File: src/rtl/csi2_px_packer.sv
// Packs PX_PER_WORD pixels per beat into one wide word for the CSI-2 TX packet builder.
// Optional macro CSI2_RAW10_BYTE_FMT_EN selects RAW10 wire byte order (PX_WIDTH=10, PX_PER_WORD=4 only).
module csi2_px_packer #(
  parameter int PX_WIDTH        = 10,
  parameter int PX_PER_WORD     = 4,
  parameter int IN_TDATA_WIDTH  = 16,
  parameter int OUT_TDATA_WIDTH = 40,
  parameter int TID_WIDTH       = 1,
  parameter int TDEST_WIDTH     = 1
) (
  input  logic                         clk_i,
  input  logic                         rst_i,
  input  logic                         pkt_i_tvalid,
  output logic                         pkt_i_tready,
  input  logic [IN_TDATA_WIDTH-1:0]    pkt_i_tdata,
  input  logic                         pkt_i_tlast,
  input  logic                         pkt_i_tuser,
  output logic                         pkt_o_tvalid,
  input  logic                         pkt_o_tready,
  output logic [OUT_TDATA_WIDTH-1:0]   pkt_o_tdata,
  output logic [OUT_TDATA_WIDTH/8-1:0] pkt_o_tstrb,
  output logic [OUT_TDATA_WIDTH/8-1:0] pkt_o_tkeep,
  output logic                         pkt_o_tlast,
  output logic                         pkt_o_tuser,
  output logic [TID_WIDTH-1:0]         pkt_o_tid,
  output logic [TDEST_WIDTH-1:0]       pkt_o_tdest,
  output logic                         frame_start_o,
  output logic                         short_line_o
);

  localparam int CNT_W = (PX_PER_WORD > 1) ? $clog2(PX_PER_WORD) : 1;
  localparam logic [CNT_W-1:0] LAST_SLOT = CNT_W'(PX_PER_WORD - 1);

  logic [CNT_W-1:0]           cnt;
  logic [OUT_TDATA_WIDTH-1:0] acc;
  logic                       sof_pend;
  logic [OUT_TDATA_WIDTH-1:0] next_acc;
  logic [OUT_TDATA_WIDTH-1:0] word_fmt;
  logic                       accept;
  logic                       complete;
  logic                       unused_tdata;

  assign unused_tdata = ^{1'b0, pkt_i_tdata};

  assign pkt_o_tstrb = '1;
  assign pkt_o_tkeep = '1;
  assign pkt_o_tid   = '0;
  assign pkt_o_tdest = '0;

  assign pkt_i_tready = !pkt_o_tvalid || pkt_o_tready;
  assign accept       = pkt_i_tvalid && pkt_i_tready;
  assign complete     = accept && ((cnt == LAST_SLOT) || pkt_i_tlast);

  // Slots above cnt are still zero in acc, so a flushed short word is zero-padded for free.
  always_comb begin
    next_acc = acc;
    for (int i = 0; i < PX_PER_WORD; i++) begin
      if (cnt == CNT_W'(i)) begin
        next_acc[i*PX_WIDTH +: PX_WIDTH] = pkt_i_tdata[PX_WIDTH-1:0];
      end
    end
  end

`ifdef CSI2_RAW10_BYTE_FMT_EN
  // Byte 4 carries the four 2-bit LSB pairs, P3 in the top bits; bytes 0..3 are P0..P3 MSBs.
  assign word_fmt = {next_acc[31:30], next_acc[21:20], next_acc[11:10], next_acc[1:0],
                     next_acc[39:32], next_acc[29:22], next_acc[19:12], next_acc[9:2]};
`else
  assign word_fmt = next_acc;
`endif

  always_ff @(posedge clk_i or posedge rst_i) begin
    if (rst_i) begin
      cnt      <= '0;
      acc      <= '0;
      sof_pend <= 1'b0;
    end else if (accept) begin
      if (complete) begin
        cnt      <= '0;
        acc      <= '0;
        sof_pend <= 1'b0;
      end else begin
        cnt      <= cnt + 1'b1;
        acc      <= next_acc;
        sof_pend <= sof_pend | pkt_i_tuser;
      end
    end
  end

  // A load in the same cycle as a drain keeps tvalid high, giving bubble-free throughput.
  always_ff @(posedge clk_i or posedge rst_i) begin
    if (rst_i) begin
      pkt_o_tvalid <= 1'b0;
      pkt_o_tdata  <= '0;
      pkt_o_tlast  <= 1'b0;
      pkt_o_tuser  <= 1'b0;
    end else if (complete) begin
      pkt_o_tvalid <= 1'b1;
      pkt_o_tdata  <= word_fmt;
      pkt_o_tlast  <= pkt_i_tlast;
      pkt_o_tuser  <= sof_pend | pkt_i_tuser;
    end else if (pkt_o_tready) begin
      pkt_o_tvalid <= 1'b0;
    end
  end

  always_ff @(posedge clk_i or posedge rst_i) begin
    if (rst_i) begin
      frame_start_o <= 1'b0;
      short_line_o  <= 1'b0;
    end else begin
      frame_start_o <= accept && pkt_i_tuser;
      short_line_o  <= accept && pkt_i_tlast && (cnt != LAST_SLOT);
    end
  end

endmodule

File: config.mk
export PLATFORM = sky130hd
export DESIGN_NAME = csi2_px_packer
export DESIGN_NICKNAME = d
export VERILOG_FILES = /design/src/rtl/csi2_px_packer.sv
export SDC_FILE = /design/constraint.sdc
export NUM_CORES = 1
export LEC_CHECK = 0
export BUFFER_PORTS_ARGS = -buffer_cell sky130_fd_sc_hd__buf_2
export CAP_MARGIN = 20
export CORE_ASPECT_RATIO = 1.75
export CORE_MARGIN = 3
export CORE_UTILIZATION = 50
export CTS_BUF_LIST = sky130_fd_sc_hd__clkbuf_16
export DETAILED_ROUTE_END_ITERATION = 7
export PLACE_DENSITY = 0.78
export REMOVE_ABC_BUFFERS = 1
export SLEW_MARGIN = 20
export SYNTH_ARGS = -nofsm -noshare
export SYNTH_HDL_FRONTEND = slang
export SYNTH_SLANG_ARGS = --single-unit
export TNS_END_PERCENT = 10
File: constraint.sdc
create_clock -name clk_i -period 5.7 [get_ports clk_i]
set_input_delay 0.285 -clock clk_i [delete_from_list [all_inputs] [get_ports clk_i]]
set_output_delay 0.285 -clock clk_i [all_outputs]
set_load 0.01 [all_outputs]
==> results of run 1 <==
through the flow:
stage                     hold WS (ns)  instances
after global routing             0.225        415
after floorplan                  0.419        251
after CTS                        0.213        415
after global placement           0.464        401
after detailed placement         0.468        401
final                            0.150        415
critical path, stage by stage, from the launching register on:
cell,delay [ns]
dfrtp_1,0.39
ha_1,0.66
or2_1,0.37
nand3_4,0.71
mux2_1,0.59
cell usage in the layout (no fill, tap or decap):
| master | count |
|---|---|
| mux2i_1 | 1 |
| a21oi_1 | 2 |
| nand2_1 | 1 |
| a31o_2 | 1 |
| nand3_4 | 1 |
| dfrtp_1 | 88 |
| and3_1 | 1 |
| clkbuf_16 | 9 |
| o211ai_2 | 3 |
| conb_1 | 12 |
| mux2_1 | 6 |
| a41o_1 | 1 |
| nand2b_1 | 1 |
| clkinv_2 | 2 |
| buf_6 | 1 |
| a22o_1 | 30 |
| nor2_1 | 4 |
| and4_1 | 3 |
| clkinv_1 | 1 |
| o21a_1 | 1 |
| mux2_4 | 30 |
| ha_1 | 4 |
| mux2_2 | 44 |
| buf_2 | 61 |
| and2_1 | 10 |
| or2_1 | 1 |
| inv_1 | 6 |
| a21bo_2 | 1 |
| nand3_1 | 1 |
power by group through the flow:
stage	logic (mW)	registers [mW]	clock network [mW]
2_1_floorplan	0.289	0.863	0
3_3_place_gp	0.486	0.827	0
3_5_place_dp	0.495	0.832	0
4_1_cts	0.499	0.824	0.514
5_1_grt	0.534	0.838	0.538
6_report	0.489	0.822	0.504
worst max-delay path by stage:
stage,end,from,slack (ns)
finish,pkt_o_tdata[9],cnt[0],2.83
global route,pkt_o_tdata[8],cnt[0],2.67
CTS,pkt_o_tdata[8],cnt[0],2.77
detailed placement,pkt_o_tdata[8],cnt[0],2.79
global placement,pkt_o_tdata[7],cnt[0],2.85
floorplan,acc[0],rst_i,3.14
per-layer routing:
metal / vias to the layer above / wire [µm]
met5: - / 0
met4: 0 / 166
met3: 12 / 327
met2: 60 / 3660
met1: 1161 / 3410
li1: 1049 / -
layout make-up:
| class | instances | area (µm²) | share of cell area |
|---|---|---|---|
| repair buffers | 62 | 317 | 0.0703 |
| clock buffers | 9 | 225 | 0.0500 |
| well taps | 88 | 110 | 0.0244 |
| multi-input cells | 159 | 1610 | 0.358 |
| flip-flops and latches | 88 | 2200 | 0.489 |
| clock inverters | 5 | 20.0 | 0.00444 |
| inverters | 4 | 16.3 | 0.00361 |
cell families (layout without fill, tap and decap cells):
family | count (synthesis) | count (layout) | share of synthesized area
simple gates | 23 | 23 | 0.0374
fa+ha+maj | 4 | 4 | 0.0126
flops | 88 | 88 | 0.554
other cells | 2 | 12 | 0.00189
mux | 81 | 81 | 0.257
compound gates | 39 | 39 | 0.0871
buf+inv | 31 | 80 | 0.0500
==> flow_summary.yaml, run 1 <==
global_route:
  antenna_found_initial: 0
  grt_pass1_wl_um: 12200
  grt_max_degree: 89
  grt.overflow.total: 0
  met3_usage: 0.0372
  use_met2: 0.271
  track_usage: 0.178
  grt_pass1_vias: 2330
  busiest_layer: "met2"
  grt_util_met1: 0.244
detailed_routing:
  detailroute.via_count: 2282
  routed_via_density: 5.50
  first_pass_iters: 4
  wl_um: 7560
  drt_iter0_markers: 131
  drc: 0
  antenna_left: 0
  wire_per_inst_um: 18.2
power:
  design_power_total_mw: 1.82
  comb_power_share: 0.269
  powerDensity_mw_per_mm2: 403
  cellLeakagePower_nw: 2.42
  p_sw_frac: 0.285
  p_seq_frac: 0.453
  pwr-share-clk: 0.278
  switchingPower_mw: 0.517
  vdd_drop_max_mv: 0.222
  p_int_mw: 1.30
clock_network:
  clock_sinks: 88
  cts_buffers: 9
  clk_pin_slew_ns: 0.06
  ctsRootBufferMaster: "clkbuf_16"
  cts_resized: 0
  post_cts_hold_buffer_count: 0
  htreeDepth: 3
  clkLatencyLatePin_ns: 0.34
  cts_buffer_depth: 2
  postCtsSetupBuffers: 0
  cts_tree: "done"
synth:
  yosysWarnings: 0
  synth_commonest_cells: "88 x dfrtp_1, 44 x mux2_2, 30 x a22o_1, 30 x mux2_4, 13 x buf_4"
  synth_async_sr_flop_share: 1.00
  yosysUniqueCellTypes: 30
  synth_most_common_cell: "dfrtp_1"
  synth_area_mm2: 0.00398
  seq_area_frac_synth: 0.554
  yosysTopAreaCellShare: 0.554
  avgSynthCellArea_um2: 14.8
  yosys.area.top_type: "dfrtp_1"
  synth_ff_type: "dfrtp_1"
  synthCells: 268
  synth_area_leaders: "dfrtp_1 55%, mux2_2 12%, mux2_4 11%, a22o_1 6.6%, buf_4 2.5%"
  synth_edf_count: 0
  ys_ff_latch: 88
sta:
  finalHoldViolations: 0
  report.final.setup_viol: 0
  finalCritPeriodShare: 0.504
  worstMarginPinSlew_ns: 0.902
  slew_viol_final: 0
  fin_ws_ns: 2.83
  max_slew_margin: 0.399
  fin_tns_setup_ns: 0
  max_freq_mhz: 348
  skew_ns: 0.00543
  final.min_clock_period_ns: 2.87
  rsz0062_at_grt: "no"
placement:
  io_buffers: 61
  place.gp.congestion: 0.723
  dp_slack_ns: 2.79
  hpwl_um: 4650
  post_dp_cell_area_mm2: 0.00426
worst_setup_path:
  crit_fanout: 54
  crit_path_end_kind: "flop"
  reg2regPathDepth: 4
  critPathLaunchType: "flop"
  arrival_ns: 3.09
  rr_startpoint: "cnt[0]"
  crit_type: "reg -> reg"
  r2r_end: "pkt_o_tdata[9]"
  cp.required_ns: 5.92
  rrSetupSlack_ns: 2.83
floorplanning:
  die_h_um: 124
  core_mm2: 0.00767
  dieWidth_um: 73.4
  num_rows: 42
  start_util: 0.518
  die_area_mm2: 0.00910
  num_io_pins: 80
run_status:
  status: "completed"
layout:
  design_area_mm2: 0.00450
  post-route-util: 0.587
  reg_top3: "acc x40, pkt_o_tdata x40, cnt x2"
  diodes: 0
  fillers: 609
  layout-drive-gt1-share: 0.468
  area_growth_pct: 13.2
  fin_nets: 350
job:
  drv_cap: 0
min_path:
  hp-class: "in -> async"
No activity file was read; power rests on OpenSTA's default activity.
==> run 2, diff against run 1 <==
--- a/config.mk
+++ b/config.mk
@@ -5,6 +5,7 @@
 export SDC_FILE = /design/constraint.sdc
 export NUM_CORES = 1
 export LEC_CHECK = 0
+export ABC_AREA = 1
 export BUFFER_PORTS_ARGS = -buffer_cell sky130_fd_sc_hd__buf_2
 export CAP_MARGIN = 20
 export CORE_ASPECT_RATIO = 1.75
@@ -12,7 +13,7 @@
 export CORE_UTILIZATION = 50
 export CTS_BUF_LIST = sky130_fd_sc_hd__clkbuf_16
 export DETAILED_ROUTE_END_ITERATION = 7
-export PLACE_DENSITY = 0.78
+export PLACE_DENSITY = 0.8
 export REMOVE_ABC_BUFFERS = 1
 export SLEW_MARGIN = 20
 export SYNTH_ARGS = -nofsm -noshare
==> constraint.sdc (replaced) <==
create_clock -name clk_i -period 2.3 [get_ports clk_i]
set_input_delay 0.115 -clock clk_i [delete_from_list [all_inputs] [get_ports clk_i]]
set_output_delay 0.115 -clock clk_i [all_outputs]
set_load 0.01 [all_outputs]
==> flow_summary.yaml, run 2 <==
power:
  p_seq_frac: 0.432
  cellLeakagePower_nw: 2.90
  switchingPower_mw: 1.40
  pwr-share-clk: 0.333
  p_sw_frac: 0.310
  comb_power_share: 0.235
  powerDensity_mw_per_mm2: 956
  vdd_drop_max_mv: 0.492
  p_int_mw: 3.11
synth:
  synth_area_mm2: 0.00404
  yosys.area.top_type: "dfrtp_1"
  synth_most_common_cell: "nand2_1"
  seq_area_frac_synth: 0.546
  yosysTopAreaCellShare: 0.546
  avgSynthCellArea_um2: 7.76
  synth_async_sr_flop_share: 1.00
  synth_area_leaders: "dfrtp_1 55%, nand2_1 27%, nand3_1 9.2%, buf_4 2.4%, buf_2 2.2%"
  yosysUniqueCellTypes: 16
  synth_ff_type: "dfrtp_1"
  synth_commonest_cells: "285 x nand2_1, 88 x dfrtp_1, 74 x nand3_1"
  synth_edf_count: 0
  ys_ff_latch: 88
  synthCells: 520
  yosysWarnings: 0
clock_network:
  cts_buffers: 9
  ctsRootBufferMaster: "clkbuf_16"
  clock_sinks: 88
  clkLatencyLatePin_ns: 0.34
  cts_buffer_depth: 2
  cts_tree: "done"
  clk_pin_slew_ns: 0.06
  cts_resized: 0
  htreeDepth: 3
worst_setup_path:
  crit_family: "buffers and inverters"
  crit_type: "reg -> reg"
  cp.required_ns: 2.52
  arrival_ns: 2.05
  crit_fanout: 11
  cpMostUsedCell: "nand2_1"
  crit_buf_inv: 2
  critPathLaunchType: "flop"
  cpPeakStageDelay_ns: 0.41
  crit_path_end_kind: "flop"
  crit_path_cell_trace: "inv_1 -> ha_1 -> clkinv_1 -> nand2_1 -> nand2_1 -> nand3_1 -> nand2_1"
  critPathSlowestCell: "dfrtp_1"
sta:
  finalCritPeriodShare: 0.796
  max_slew_margin: 0.513
  skew_ns: 0.00575
  report.final.setup_viol: 0
  max_freq_mhz: 546
  finalHoldViolations: 0
  rsz0062_at_grt: "no"
  worstMarginPinSlew_ns: 0.731
  final.min_clock_period_ns: 1.83
  slew_viol_final: 0
global_route:
  track_usage: 0.222
  antenna_found_initial: 0
  grt_max_degree: 76
  grt.overflow.total: 0
  grt_pass1_vias: 3420
  grt_pass1_wl_um: 16100
floorplanning:
  dieWidth_um: 73.9
  die_area_mm2: 0.00923
  num_io_pins: 80
  core_mm2: 0.00772
  die_h_um: 125
  start_util: 0.523
  num_rows: 42
placement:
  place_inst: 651
  io_buffers: 61
  place.gp.congestion: 0.827
  hpwl_um: 6180
layout:
  fillers: 681
  finalNonFillerCells: 669
  layout-drive-gt1-share: 0.153
  post-route-util: 0.610
  diodes: 0
  area_growth_pct: 16.8
  reg_top3: "acc x40, pkt_o_tdata x40, cnt x2"
  fin_nets: 602
  layout_commonest_cell: "nand2_1"
  layout_common_cells: "285 x nand2_1, 88 x dfrtp_1, 74 x nand3_1, 61 x buf_2, 19 x inv_1"
job:
  drv_cap: 0
detailed_routing:
  detailroute.via_count: 3480
  wl_um: 9430
  drt_iter0_markers: 477
  routed_via_density: 5.20
  drc: 0
  antenna_left: 0
  wire_per_inst_um: 14.1
  first_pass_iters: 5
min_path:
  hp-class: "in -> reg"
run_status:
  status: "completed"
run 2: logic make-up after synthesis:
group | count (synthesis) | synth area share
buffers and inverters | 62 | 0.0753
AND/OR/NAND/NOR | 363 | 0.363
adder cells (fa/ha/maj) | 4 | 0.0124
other | 2 | 0.00186
AO/OA/AOI/OAI | 1 | 0.00217
flip-flops | 88 | 0.546
run 2: repair_timing:
item,4_1_cts,5_1_grt
setup buffers,0,0
hold endpoints to repair,40,0
hold buffers,2,0
run 2: final timing paths:
check | endpoint | slack (ns) | cells after the start | startpoint
min in group asynchronous | pkt_o_tdata[36] | 0.42 | 3 | rst_i
max in group asynchronous | cnt[0] | 1.20 | 4 | rst_i
min reg2reg | acc[30] | 0.47 | 2 | acc[30]
min | pkt_o_tlast | 0.06 | 3 | pkt_i_tlast
max reg2reg | acc[29] | 0.47 | 7 | cnt[0]
max | acc[29] | 0.47 | 7 | cnt[0]
run 2: worst register-to-register path, cell delays in order (launching register included):
cell	delay [ns]
dfrtp_1	0.41
inv_1	0.12
ha_1	0.41
clkinv_1	0.39
nand2_1	0.14
nand2_1	0.08
nand3_1	0.10
nand2_1	0.07
run 2: routing by layer:
metal | vias up | track usage | part of all wire
met4 | 0 | 0.113 | 0.038
met5 | - | 0 | 0
li1 | 1691 | - | -
met1 | 1646 | 0.275 | 0.38
met3 | 23 | 0.0501 | 0.063
met2 | 120 | 0.355 | 0.51
run 2: layout make-up:
class                           instances  area, µm²  area share
Clock buffer                            9        225      0.0478
Clock inverter                          7       78.8      0.0167
Inverter                               22       83.8      0.0178
Multi-Input combinational cell        380       1580       0.334
Sequential cell                        88       2200       0.467
Tap cell                               88        110      0.0233
Timing Repair Buffer                   75        440      0.0934
run 2: power by group through the flow:
stage	Sequential [mW]	Combinational (mW)	Clock (mW)
6_report	1.95	1.06	1.50
5_1_grt	1.98	1.20	1.59
4_1_cts	1.95	1.07	1.52
3_5_place_dp	1.97	1.05	0
3_3_place_gp	1.96	1.02	0
2_1_floorplan	2.05	0.560	0
run 2: through the flow:
| stage | TNS [ns] | instance area, µm² | power [mW] | hold slack [ns] | setup WS, ns |
|---|---|---|---|---|---|
| 4_1_cts | 0 | 4720 | 4.53 | 0.0480 | 0.498 |
| 3_3_place_gp | 0 | 4390 | 2.98 | 0.230 | 0.569 |
| 2_1_floorplan | -48.05 | 3850 | 2.61 | 0.221 | -0.544 |
| 6_report | 0 | 4720 | 4.51 | 0.0552 | 0.470 |
| 5_1_grt | 0 | 4720 | 4.77 | 0.0804 | 0.291 |
| 3_5_place_dp | 0 | 4390 | 3.02 | 0.240 | 0.515 |
==> run 3, diff against run 2 <==
--- a/config.mk
+++ b/config.mk
@@ -5,7 +5,7 @@
 export SDC_FILE = /design/constraint.sdc
 export NUM_CORES = 1
 export LEC_CHECK = 0
-export ABC_AREA = 1
+export ABC_AREA = 0
 export BUFFER_PORTS_ARGS = -buffer_cell sky130_fd_sc_hd__buf_2
 export CAP_MARGIN = 20
 export CORE_ASPECT_RATIO = 1.75
@@ -13,7 +13,7 @@
 export CORE_UTILIZATION = 50
 export CTS_BUF_LIST = sky130_fd_sc_hd__clkbuf_16
 export DETAILED_ROUTE_END_ITERATION = 7
-export PLACE_DENSITY = 0.8
+export PLACE_DENSITY = 0.78
 export REMOVE_ABC_BUFFERS = 1
 export SLEW_MARGIN = 20
 export SYNTH_ARGS = -nofsm -noshare
==> constraint.sdc (replaced) <==
create_clock -name clk_i -period 1.9 [get_ports clk_i]
set_input_delay 0.095 -clock clk_i [delete_from_list [all_inputs] [get_ports clk_i]]
set_output_delay 0.095 -clock clk_i [all_outputs]
set_load 0.01 [all_outputs]
==> flow_summary.yaml, run 3 (synthesis gave the netlist of run 1 again) <==
worst_setup_path:
  r2r_end: "pkt_o_tdata[7]"
  path_depth: 5
  arrival_ns: 2.03
  crit_path_cell_trace: "ha_1 -> or2_1 -> nand3_4 -> buf_12 -> mux2_1"
  crit_type: "reg -> reg"
  crit_buf_inv: 1
  rrSetupSlack_ns: 0.08
  cp.required_ns: 2.11
  crit_end: "pkt_o_tdata[7]"
  crit_family: "simple AND/OR/NAND/NOR gates"
  cpPeakStageDelay_ns: 0.42
  crit_fanout: 28
  rr_startpoint: "cnt[0]"
  reg2regPathDepth: 5
  crit_path_end_kind: "flop"
  critPathLaunchType: "flop"
  critPathSlowestCell: "dfrtp_1"
  startpoint: "cnt[0]"
layout:
  fin_nets: 364
  post-route-util: 0.609
  area_growth_pct: 17.5
  layout-drive-gt1-share: 0.493
  layout_common_cells: "88 x dfrtp_1, 61 x buf_2, 44 x mux2_2, 30 x mux2_4, 30 x a22o_1"
  layout_commonest_cell: "dfrtp_1"
  finalNonFillerCells: 429
  fillers: 582
  diodes: 0
  multi_input_area_mm2: 0.00164
  reg_top3: "acc x40, pkt_o_tdata x40, cnt x2"
  seq_area_mm2: 0.00220
placement:
  io_buffers: 61
  place_inst: 414
  dp_slack_ns: 0.0466
  hpwl_um: 5070
  place.gp.congestion: 0.779
floorplanning:
  die_area_mm2: 0.00910
  num_io_pins: 80
  dieWidth_um: 73.4
  start_util: 0.518
  core_mm2: 0.00767
  die_h_um: 124
  num_rows: 42
global_route:
  grt_pass1_wl_um: 12600
  grt_max_degree: 89
  grt_pass1_vias: 2443
  track_usage: 0.181
  antenna_found_initial: 0
  grt.overflow.total: 0
detailed_routing:
  detailroute.via_count: 2392
  first_pass_iters: 4
  drc: 0
  routed_via_density: 5.58
  wire_per_inst_um: 18.2
  drt_iter0_markers: 115
  wl_um: 7790
  antenna_left: 0
clock_network:
  cts_tree: "done"
  clkLatencyLatePin_ns: 0.33
  clk_pin_slew_ns: 0.06
  cts_buffers: 9
  cts_buffer_depth: 2
  clock_sinks: 88
  htreeDepth: 3
  ctsRootBufferMaster: "clkbuf_16"
power:
  cellLeakagePower_nw: 2.50
  powerDensity_mw_per_mm2: 1190
  vdd_drop_max_mv: 0.728
sta:
  fin_tns_setup_ns: 0
  fin_hold_ws_ns: 0.0392
  rsz0062_at_grt: "no"
  report.final.setup_viol: 0
  finalHoldViolations: 0
  skew_ns: 0.00387
  final.min_clock_period_ns: 1.82
  max_freq_mhz: 551
  fin_ws_ns: 0.0848
  slew_viol_final: 0
  finalCritPeriodShare: 0.955
min_path:
  hold_depth: 3
  hp-class: "in -> reg"
run_status:
  status: "completed"
job:
  drv_cap: 0
==> run 3: cell count changes in the layout (fill, tap and decap cells not counted), moves of 3 or more <==
cell / previous run / this run
nand2_1: 285 / 1
nand3_1: 74 / 1
mux2_2: 0 / 44
a22o_1: 0 / 30
mux2_4: 0 / 30
inv_1: 19 / 6
and2_1: 0 / 10
mux2_1: 0 / 6
clkinv_1: 6 / 1
o211ai_4: 0 / 3
==> run 3: layout make-up <==
class                      instances  share of cell area
clock buffer                       9              0.0482
clock inverter                     5             0.00428
inverter                           4             0.00348
multi-input combinational        159               0.351
sequential                        88               0.471
tap                               88              0.0236
timing repair buffer              76              0.0980
==> run 3: power by group <==
part | switching, mW | total, mW | internal [mW]
combinational | 0.711 | 1.57 | 0.856
sequential | 0.212 | 2.47 | 2.26
clock | 0.661 | 1.51 | 0.849
==> run 3: through the flow <==
stage                     power [mW]  cell area [µm²]
after detailed placement        4.06             4390
after global routing            5.82             4670
final                           5.55             4670
after global placement          4.01             4390
after CTS                       5.59             4650
after floorplan                 3.46             3830
==> run 3: layer usage <==
layer / routed length, µm / part of all wire / track usage / vias to the layer above
met2: 3770 / 0.48 / 0.275 / 80
met1: 3420 / 0.44 / 0.249 / 1212
met3: 421 / 0.054 / 0.0380 / 14
met5: 0 / 0 / 0 / -
li1: - / - / - / 1086
met4: 182 / 0.023 / 0.0794 / 0
==> run 3: worst reg2reg max path, cell delays in order, from the launching register on <==
cell and delay (ns):
dfrtp_1 0.42, ha_1 0.24, or2_1 0.26, nand3_4 0.17, buf_12 0.24, mux2_1 0.36
==> run 3: repair_timing <==
| item | in CTS | in global routing |
|---|---|---|
| endpoints found under the hold margin | 88 | 0 |
| endpoints found under the setup margin | 0 | 19 |
| setup buffers | 0 | 0 |
| hold buffers | 1 | 0 |
| gates resized for setup | 0 | 5 |
==> run 3: how the worst min path moves through the flow <==
stage	startpoint	endpoint	slack, ns
after floorplan	pkt_i_tvalid	short_line_o	0.23
after global placement	rst_i	pkt_o_tdata[34]	0.22
after detailed placement	rst_i	acc[34]	0.23
after CTS	pkt_i_tuser	pkt_o_tuser	0.03
after global routing	pkt_i_tuser	pkt_o_tuser	0.04
final	pkt_i_tuser	pkt_o_tuser	0.04
